**config.mk**
```make
export PLATFORM = sky130hd
export DESIGN_NAME = fetch_unit_flat
export DESIGN_NICKNAME = d
export VERILOG_FILES = /design/src/rtl/fetch_unit_if.sv /design/src/rtl/fetch_unit.sv /design/src/flat_wrapper.sv
export SDC_FILE = /design/constraint.sdc
export NUM_CORES = 1
export LEC_CHECK = 0
export CELL_PAD_IN_SITES_DETAIL_PLACEMENT = 0
export CELL_PAD_IN_SITES_GLOBAL_PLACEMENT = 2
export CORE_MARGIN = 2
export CORE_UTILIZATION = 22
export CTS_BUF_LIST = sky130_fd_sc_hd__clkbuf_8
export DETAILED_ROUTE_END_ITERATION = 10
export PLACE_DENSITY = 0.92
export SLEW_MARGIN = 5
export SYNTH_ARGS = -nofsm -noshare
export SYNTH_HDL_FRONTEND = slang
export SYNTH_SLANG_ARGS = --single-unit
export TNS_END_PERCENT = 50
```
**constraint.sdc**
```tcl
create_clock -name clk -period 4 [get_ports clk]
set_input_delay 0.8 -clock clk [delete_from_list [all_inputs] [get_ports clk]]
set_output_delay 0.8 -clock clk [all_outputs]
set_load 0.05 [all_outputs]
```
**src/rtl/fetch_unit_if.sv**
```systemverilog
// -----------------------------------------------------------------------------
// fetch_unit_if
//   Instruction-memory fetch bus between fetch_unit and instruction memory.
//   One outstanding request at a time; the request and address stay stable
//   until the memory acknowledges.
//
//   Signals:
//     imem_req    fetch request (fetch unit -> memory)
//     imem_addr   32-bit fetch address (fetch unit -> memory)
//     imem_ack    read data valid for the current request (memory -> fetch unit)
//     imem_rdata  32-bit instruction word (memory -> fetch unit)
//
//   Modports:
//     master  fetch unit side
//     slave   instruction memory side
// -----------------------------------------------------------------------------
interface fetch_unit_if;
    logic        imem_req;
    logic [31:0] imem_addr;
    logic        imem_ack;
    logic [31:0] imem_rdata;

    modport master (
        output imem_req,
        output imem_addr,
        input  imem_ack,
        input  imem_rdata
    );

    modport slave (
        input  imem_req,
        input  imem_addr,
        output imem_ack,
        output imem_rdata
    );
endinterface

```
**src/rtl/fetch_unit.sv**
```systemverilog
// -----------------------------------------------------------------------------
// fetch_unit
//   Instruction-fetch stage. Owns the program counter, fetches one instruction
//   at a time over the imem req/ack bus, presents it to decode/control until it
//   is retired, then selects the next PC from the control unit's decision.
//   Fetch and retire never overlap (one instruction per 2 cycles at best).
//
//   Parameters:
//     RESET_PC     PC loaded on reset
//
//   Ports:
//     clk          clock, all state changes on the rising edge
//     rst_n        synchronous active-low reset
//     imem         fetch bus (master modport of fetch_unit_if)
//     instr        registered instruction word (NOP after reset)
//     instr_valid  instr/pc describe an instruction awaiting retirement
//     instr_ready  core retires the presented instruction this cycle
//     pc           address of the current instruction
//     pc_plus4     pc + 4, wraps modulo 2^32
//     pc_src       1 = next PC is pc_target, 0 = pc_plus4 (sampled on retire)
//     pc_target    branch/jump target from the datapath
//     misalign     misaligned-target trap flag
//
//   Build option:
//     FETCH_MISALIGN_TRAP_EN  when defined, a taken target with nonzero low
//                             bits halts the unit and raises misalign until
//                             reset. When undefined, the low two target bits
//                             are cleared and misalign is tied low.
// -----------------------------------------------------------------------------
module fetch_unit #(
    parameter logic [31:0] RESET_PC = 32'h0000_0000
) (
    input  logic               clk,
    input  logic               rst_n,
    fetch_unit_if.master       imem,
    output logic [31:0]        instr,
    output logic               instr_valid,
    input  logic               instr_ready,
    output logic [31:0]        pc,
    output logic [31:0]        pc_plus4,
    input  logic               pc_src,
    input  logic [31:0]        pc_target,
    output logic               misalign
);

    localparam logic [31:0] NOP = 32'h0000_0013;

    typedef enum logic [1:0] {
        BOOT  = 2'd0,
        FETCH = 2'd1,
        HOLD  = 2'd2,
        HALT  = 2'd3
    } state_e;

    state_e      state_q, state_d;
    logic [31:0] pc_q, pc_d;
    logic [31:0] instr_q, instr_d;
    logic        req_c, valid_c;
    logic        accept, retire, trap;

    // An ack only counts while a request is outstanding; ready only in HOLD.
    assign accept   = (state_q == FETCH) && imem.imem_ack;
    assign retire   = (state_q == HOLD) && instr_ready;
    assign pc_plus4 = pc_q + 32'd4;

`ifdef FETCH_MISALIGN_TRAP_EN
    logic misalign_q, misalign_d;

    assign trap = retire && pc_src && (pc_target[1:0] != 2'b00);
`else
    logic unused_target_lsbs;

    // Low target bits are discarded in this build; nothing can trap.
    assign unused_target_lsbs = ^pc_target[1:0];
    assign trap               = 1'b0;
`endif

    // ---------------- state register ----------------
    always_ff @(posedge clk) begin
        if (!rst_n) begin
            state_q <= BOOT;
        end else begin
            state_q <= state_d;
        end
    end

    // ---------------- next-state logic ----------------
    always_comb begin
        state_d = state_q;
        case (state_q)
            BOOT:    state_d = FETCH;
            FETCH:   if (accept) state_d = HOLD;
            HOLD:    if (retire) state_d = trap ? HALT : FETCH;
            HALT:    state_d = HALT;
            default: state_d = BOOT;
        endcase
    end

    // ---------------- output logic ----------------
    always_comb begin
        req_c   = 1'b0;
        valid_c = 1'b0;
        case (state_q)
            FETCH:   req_c   = 1'b1;
            HOLD:    valid_c = 1'b1;
            default: ;
        endcase
    end

    // ---------------- PC / instruction datapath ----------------
    always_comb begin
        pc_d    = pc_q;
        instr_d = instr_q;
        if (accept) begin
            instr_d = imem.imem_rdata;
        end
        // On a trap the PC stays on the offending instruction.
        if (retire && !trap) begin
            pc_d = pc_src ? {pc_target[31:2], 2'b00} : pc_plus4;
        end
    end

    always_ff @(posedge clk) begin
        if (!rst_n) begin
            pc_q    <= RESET_PC;
            instr_q <= NOP;
        end else begin
            pc_q    <= pc_d;
            instr_q <= instr_d;
        end
    end

`ifdef FETCH_MISALIGN_TRAP_EN
    // Sticky until reset: HALT has no exit other than reset.
    assign misalign_d = misalign_q | trap;

    always_ff @(posedge clk) begin
        if (!rst_n) begin
            misalign_q <= 1'b0;
        end else begin
            misalign_q <= misalign_d;
        end
    end

    assign misalign = misalign_q;
`else
    assign misalign = 1'b0;
`endif

    assign imem.imem_req  = req_c;
    assign imem.imem_addr = pc_q;
    assign instr_valid    = valid_c;
    assign instr          = instr_q;
    assign pc             = pc_q;

endmodule

```
**src/flat_wrapper.sv**
```systemverilog
// flat-port wrapper written by rule: the top's interface ports become plain ports
module fetch_unit_flat 
#(
    parameter logic [31:0] RESET_PC = 32'h0000_0000
)
  (clk, rst_n, instr, instr_valid, instr_ready, pc, pc_plus4, pc_src, pc_target, misalign, imem_imem_req, imem_imem_addr, imem_imem_ack, imem_imem_rdata);
  fetch_unit_if imem_i ();
  input  logic clk;
  input  logic rst_n;
  output logic [31:0] instr;
  output logic instr_valid;
  input  logic instr_ready;
  output logic [31:0] pc;
  output logic [31:0] pc_plus4;
  input  logic pc_src;
  input  logic [31:0] pc_target;
  output logic misalign;
  output wire logic [$bits(imem_i.imem_req)-1:0] imem_imem_req;
  output wire logic [$bits(imem_i.imem_addr)-1:0] imem_imem_addr;
  input wire logic [$bits(imem_i.imem_ack)-1:0] imem_imem_ack;
  input wire logic [$bits(imem_i.imem_rdata)-1:0] imem_imem_rdata;
  assign imem_imem_req = imem_i.imem_req;
  assign imem_imem_addr = imem_i.imem_addr;
  assign imem_i.imem_ack = imem_imem_ack;
  assign imem_i.imem_rdata = imem_imem_rdata;
  fetch_unit #(.RESET_PC(RESET_PC)) u_core (.clk(clk), .rst_n(rst_n), .imem(imem_i), .instr(instr), .instr_valid(instr_valid), .instr_ready(instr_ready), .pc(pc), .pc_plus4(pc_plus4), .pc_src(pc_src), .pc_target(pc_target), .misalign(misalign));
endmodule
```
# Word level (Yosys, flattened, before mapping)

Cells that the tools add are included.

Register bits after elaboration: 66
Output and inout bits: 131

Add/sub/neg operators: 1
Equal/unequal tests: 5
Mux-type cells: 6
Reductions and logical operators: 4

Operator list:

| kind                                                                     | number |
|---|---|
| 32-bit by 3-bit adder with 32-bit output (second input constant)         | 1 |
| 32-bit 2-to-1 mux                                                        | 1 |
| 2-bit one-hot mux with 4 select lines                                    | 1 |
| 2-bit == test (second input constant)                                    | 2 |
| 2-bit 2-to-1 mux                                                         | 2 |
| 2-bit by 1-bit inequality test with 1-bit output (second input constant) | 2 |
| 2-bit by 1-bit == test with 1-bit output (second input constant)         | 1 |
| 1-bit logical AND                                                        | 2 |
| 2-bit logical NOT                                                        | 1 |
| 1-bit 2-to-1 mux                                                         | 2 |
| 2-bit AND reduction                                                      | 1 |

# Depth between registers and ports, before layout

Gate-level depths: netlist of run 1.

Word-level depth: 4
Depth in mapped cells: 8
Gate-level depth less buffers: 6

# Worst setup path before layout of run 1

No wires, ideal clock.

Path kind: reg2out
Start: reg u_core.pc_q[9] (netlist: u_core.imem.imem_addr[9])
End: out pc_plus4[22]
Arrival time: 2725 ps
Required time: 3200 ps
Setup slack: 475 ps
Cell stages (with the launch flop): 7
Path through: dfxtp_1 -> buf_2 -> nand3_1 -> nor4_2 -> buf_4 -> nand4_1 -> xnor2_1

Word-level cells in the longest chain between the ends: 1

RTL lines:

| what                                     | line               | source |
|---|---|---|
| from (decl)                              | fetch_unit.sv:56   | `logic [31:0] pc_q, pc_d;` |
| from (signal assigned)                   | fetch_unit.sv:128  | `pc_q <= pc_d;` |
| 32-bit by 3-bit adder with 32-bit output | fetch_unit.sv:64   | `assign pc_plus4 = pc_q + 32'd4;` |
| to (decl)                                | flat_wrapper.sv:14 | `output logic [31:0] pc_plus4;` |

No other way between the ends.

# Worst setup path after layout of run 1

Start: reg u_core.pc_q[2] (netlist: u_core.imem.imem_addr[2])
End: out pc_plus4[14]

The elaborated chain is that of the path after synthesis.

==> results of run 1 <==
==> path summary, 6_finish.rpt <==
path	slack (ns)	to	startpoint	cells after the start
max	0.31	pc_plus4[14]	u_core.imem.imem_addr[2]	6
min	0.46	u_core.instr[19]	u_core.instr[19]	2
max reg2reg	1.66	u_core.imem.imem_addr[27]	u_core.imem.imem_addr[16]	5
min reg2reg	0.46	u_core.instr[19]	u_core.instr[19]	2
==> critical path, cell delays in order, from the launching register on <==
cell             delay, ns
dfxtp_1               0.47
ha_1                  0.33
nand2_1               0.22
nor3_2                0.32
nand3_1               0.19
xnor2_1               0.19
clkdlybuf4s50_1       0.83
==> registers in the layout (all words and copies together) (netlist names) <==
register               cells
u_core.state_q             2
u_core.imem.imem_addr     30
u_core.instr              32
==> through the flow <==
stage	std cells	hold WS [ns]
2_1_floorplan	516	0.493
3_3_place_gp	859	0.442
3_5_place_dp	859	0.447
4_1_cts	875	0.457
5_1_grt	875	0.473
6_report	875	0.456
==> cells in the final DEF (no fill, tap or decap), drive strengths merged, types with 5 or more instances in the layout <==
cell,netlist,layout
o21ai,19,19
nor2b,5,5
nand3,36,36
clkbuf,31,10
nand2,105,105
inv,6,7
nor3,9,9
a21oi,41,41
dfxtp,64,64
clkdlybuf4s50,0,173
nor2,23,23
conb,1,7
xor2,7,7
xnor2,21,21
nand4,12,12
a31oi,11,11
nor4,7,7
buf,49,30
mux2i,6,6
o31ai,6,6
and3,7,7
==> Yosys cell counts (all sizes together) (7+ instances only) <==
library cell | instances | area [µm²]
o21ai | 19 | 95.1
a31oi | 11 | 68.8
nand4 | 12 | 96.3
clkbuf | 31 | 116
nand2 | 105 | 394
nand3 | 36 | 180
a21oi | 41 | 205
dfxtp | 64 | 1280
xnor2 | 21 | 184
nor2 | 23 | 86.3
nor3 | 9 | 50.1
xor2 | 7 | 61.3
buf | 49 | 340
and3 | 7 | 43.8
nor4 | 7 | 56.3
==> power groups by stage <==
stage          Sequential [mW]  Clock [mW]  Combinational, mW
6_report                 0.683       0.642              0.385
2_1_floorplan            0.768           0              0.159
5_1_grt                  0.686       0.691              0.406
3_5_place_dp             0.698           0              0.387
3_3_place_gp             0.696           0              0.385
4_1_cts                  0.683       0.665              0.388
==> per-layer routing <==
metal / vias up / part of all wire
li1: 1995 / -
met1: 1913 / 0.43
met2: 156 / 0.50
met3: 8 / 0.067
met4: 0 / 0.0098
met5: - / 0
==> final cells by class <==
cell class,instances,area [µm²]
sequential,64,1280
fill,1736,10700
timing repair buffer,203,2100
clock buffer,10,138
multi-input combinational,366,2050
tap,220,275
inverter,6,22.5
clock inverter,6,83.8
==> logic make-up (layout without fill, tap and decap cells) <==
group,count (synthesis),count (layout),synth area share
AOI/OAI and AO/OA,105,105,0.171
xor gates and xnor gates,28,28,0.0649
adders and majority gates,1,1,0.00331
buffers and inverters,86,225,0.127
DFF,64,64,0.339
muxes,6,6,0.0159
other,1,7,0.000993
and+or+nand+nor,219,219,0.278
==> flow_summary.ini, run 1 <==
[grt]
grt_pass1_vias = 3897
gr-usage-all-layers = 0.147
met1_usage = 0.185
grt_util_met3 = 0.0405
grtUsageMet2 = 0.247
antenna_found_initial = 0
grt_pass1_wl_mm = 21.2
grt_start_max_net_pins = 46
busiest_layer = met2
overflow = 0

[timing]
hold_viol = 0
max_freq_ghz = 0.271
layout_setup_ws_ns = 0.311
setup_violations = 0
period_share = 0.922
finalMaxSlewViolations = 0
skew_ns = 0.00795
grt_setup_unrepaired = no
fin_crit_ns = 3.69
maxSlewHeadroom = 0.400
worst_pin_slew_ns = 0.901
tns_ns = 0

[worst_setup_path]
endpoint_kind = output pin
crit_type = reg2out
crit_required_ns = 3.20
critPathLaunchType = register
cp.arrival_ns = 2.89
path_max_fanout = 7

[floorplanning]
die_h_um = 135
pin_count = 200
dieArea_um2 = 18200
initial_core_util = 0.226
die_w_um = 135
rows = 47
core_area_um2 = 16700

[job]
max-cap-violations = 0

[layout]
stdcell_area_um2 = 5950
synthToLayoutAreaGrowth_pct = 57.6
antenna_cells = 0
nets = 720
drive_gt1_frac = 0.0855
utilization = 0.356

[synth]
yosysWarnings = 0
synth-seq-cells = 64
synthCells = 510
synth_edf_count = 0
syn_avg_cell_area_um2 = 7.41
synthArstFlopShare = 0
synth_area_um2 = 3780
ys.flop_type = dfxtp_1
yosysUniqueCellTypes = 50
seq_area_frac_synth = 0.339

[detailed_routing]
dr_total_vias = 4072
drc = 0
viasPerCell = 4.65
wl_mm = 13.7
ant_nets = 0
drt-initial-drc-count = 260
wire_per_inst_um = 15.6
first_pass_iters = 4

[placement]
dp_hpwl_mm = 10.1
port_buffers = 190
place_area_um2 = 5730
place.gp.congestion = 0.818
dp_slack_ns = 0.471

[clock_network]
clk_path_buf_depth = 2
clk_pin_slew_ns = 0.07
cts.sinks = 64
clk-insertion-delay-late_ns = 0.35
root_buffer = clkbuf_8
post_cts_resized = 0
cts_buffers = 9
post_cts_buffers = 0
cts_hold_buffers = 0
cts_tree = built
cts_htree_levels = 3

[power]
max-vdd-ir-drop_uv = 161
power_leakage_nw = 2.08
total_power_mw = 1.71
power_density_nw_per_um2 = 287
seqPwrFrac = 0.399
swShare = 0.314
switching_power_uw = 536
power_frac_comb = 0.225
clockPowerShare = 0.375
internal-power_mw = 1.17

[min_path]
hold_class = reg2reg

[status]
status = finished clean
(Power assumes the default switching activity.)
==> run 2: changes to the inputs <==
- CORE_UTILIZATION: 22 -> 36
- DONT_BUFFER_PORTS: not set -> 1
==> flow_summary.ini, run 2 (synthesized netlist as in run 1, its figures left out) <==
[grt]
grt_pass1_vias = 3463
grt_pass1_wl_mm = 17.1
gr-usage-all-layers = 0.191
antenna_found_initial = 0
overflow = 0
grt_start_max_net_pins = 68

[layout]
final_common_cell = nand2_1
utilization = 0.412
antenna_cells = 0
synthToLayoutAreaGrowth_pct = 12.2
largest_reg_flops = 32
drive_gt1_frac = 0.171
nets = 581
nFillCells = 1067
final_cell_mix = 105 x nand2_1, 64 x buf_4, 64 x dfxtp_1, 41 x a21oi_1, 36 x nand3_1

[detailed_routing]
wire_per_inst_um = 16.8
dr_total_vias = 3575
ant_nets = 0
first_pass_iters = 4
drt-initial-drc-count = 164
viasPerCell = 5.48
drc = 0
wl_mm = 10.9

[timing]
skew_ns = 0.0108
worst_pin_slew_ns = 1.17
hold_viol = 0
tns_ns = 0
period_share = 0.868
fin_crit_ns = 3.47
finalMaxSlewViolations = 0
setup_violations = 0
grt_setup_unrepaired = no
max_freq_ghz = 0.288
maxSlewHeadroom = 0.220

[placement]
port_buffers = 0
dp_hpwl_mm = 7.61
place.gp.congestion = 0.823

[floorplanning]
rows = 37
pin_count = 200
dieArea_um2 = 11300
die_h_um = 106
initial_core_util = 0.368
die_w_um = 106
core_area_um2 = 10300

[worst_setup_path]
crit_type = reg2out
crit_chain = buf_4, nand3_1, nor4_2, buf_4, nand3_1, nor2_1, xor2_1, buf_4
crit_top_cell = buf_4
critPathMaxStageDelay_ns = 0.39
endpoint_kind = output pin
slowest_stage = nor4_2
crit_required_ns = 3.20
cp.arrival_ns = 2.67
critPathLaunchType = register
path_max_fanout = 12

[clock_network]
root_buffer = clkbuf_8
cts_hold_buffers = 0
clk_pin_slew_ns = 0.08
cts_tree = built
post_cts_resized = 0
post_cts_buffers = 0
clk_path_buf_depth = 2
cts_buffers = 9
clk-insertion-delay-late_ns = 0.34
cts_htree_levels = 3
cts.sinks = 64

[min_path]
hold_class = reg2reg

[power]
power_density_nw_per_um2 = 382
max-vdd-ir-drop_uv = 229
power_leakage_nw = 1.62

[status]
status = finished clean

[job]
max-cap-violations = 0
run 2: cell types whose count changed in the layout (fill, tap and decap cells not counted), moves of 2 or more:
cell / change
buf_4: +47
inv_6: +2
buf_12: -12
clkdlybuf4s50_1: -173
run 2: final timing paths:
| kind | from | end | slack, ns | depth (start not counted) |
|---|---|---|---|---|
| worst min-delay path | u_core.imem.imem_addr[27] | u_core.imem.imem_addr[27] | 0.50 | 2 |
| worst max-delay path | u_core.imem.imem_addr[9] | pc_plus4[31] | 0.53 | 8 |
| worst min register to register | u_core.imem.imem_addr[27] | u_core.imem.imem_addr[27] | 0.50 | 2 |
| worst max register to register | u_core.state_q[1] | u_core.imem.imem_addr[16] | 1.65 | 6 |
run 2: layout make-up:
| cell class | count | area [µm²] | share of cell area |
|---|---|---|---|
| multi-input combinational | 366 | 2040 | 0.482 |
| sequential | 64 | 1280 | 0.302 |
| inverter | 6 | 22.5 | 0.00531 |
| clock inverter | 7 | 119 | 0.0280 |
| timing repair buffer | 64 | 480 | 0.113 |
| clock buffer | 9 | 124 | 0.0292 |
| tap | 136 | 170 | 0.0401 |
run 2: worst max-delay path: cells and delay by family, from the launching register on:
kind                      cells  cell delay (ns)
and+or+nand+nor               4             1.03
buffers and inverters         3             0.80
DFF                           1             0.31
xor gates and xnor gates      1             0.17
run 2: power breakdown:
group          switching, mW  internal [mW]
sequential            0.0723          0.660
combinational          0.149         0.0452
clock                  0.275          0.416
run 2: per-layer routing:
metal  track usage  vias up  wire [µm]
met5             0        -          0
met4        0.0788        0        224
met3        0.0650       21       1020
met2         0.316      164       5070
met1         0.224     1669       4640
li1              -     1721          -
run 2: stage by stage:
| step | instance area (µm²) | cells | worst slack, ns | power, mW | hold WS (ns) |
|---|---|---|---|---|---|
| after CTS | 4240 | 652 | 0.528 | 1.64 | 0.500 |
| after floorplan | 3800 | 516 | 0.475 | 0.927 | 0.493 |
| final | 4240 | 652 | 0.526 | 1.62 | 0.500 |
| after detailed placement | 4000 | 636 | 0.932 | 0.944 | 0.488 |
| after global placement | 4000 | 636 | 0.934 | 0.940 | 0.477 |
| after global routing | 4240 | 652 | 0.377 | 1.69 | 0.511 |
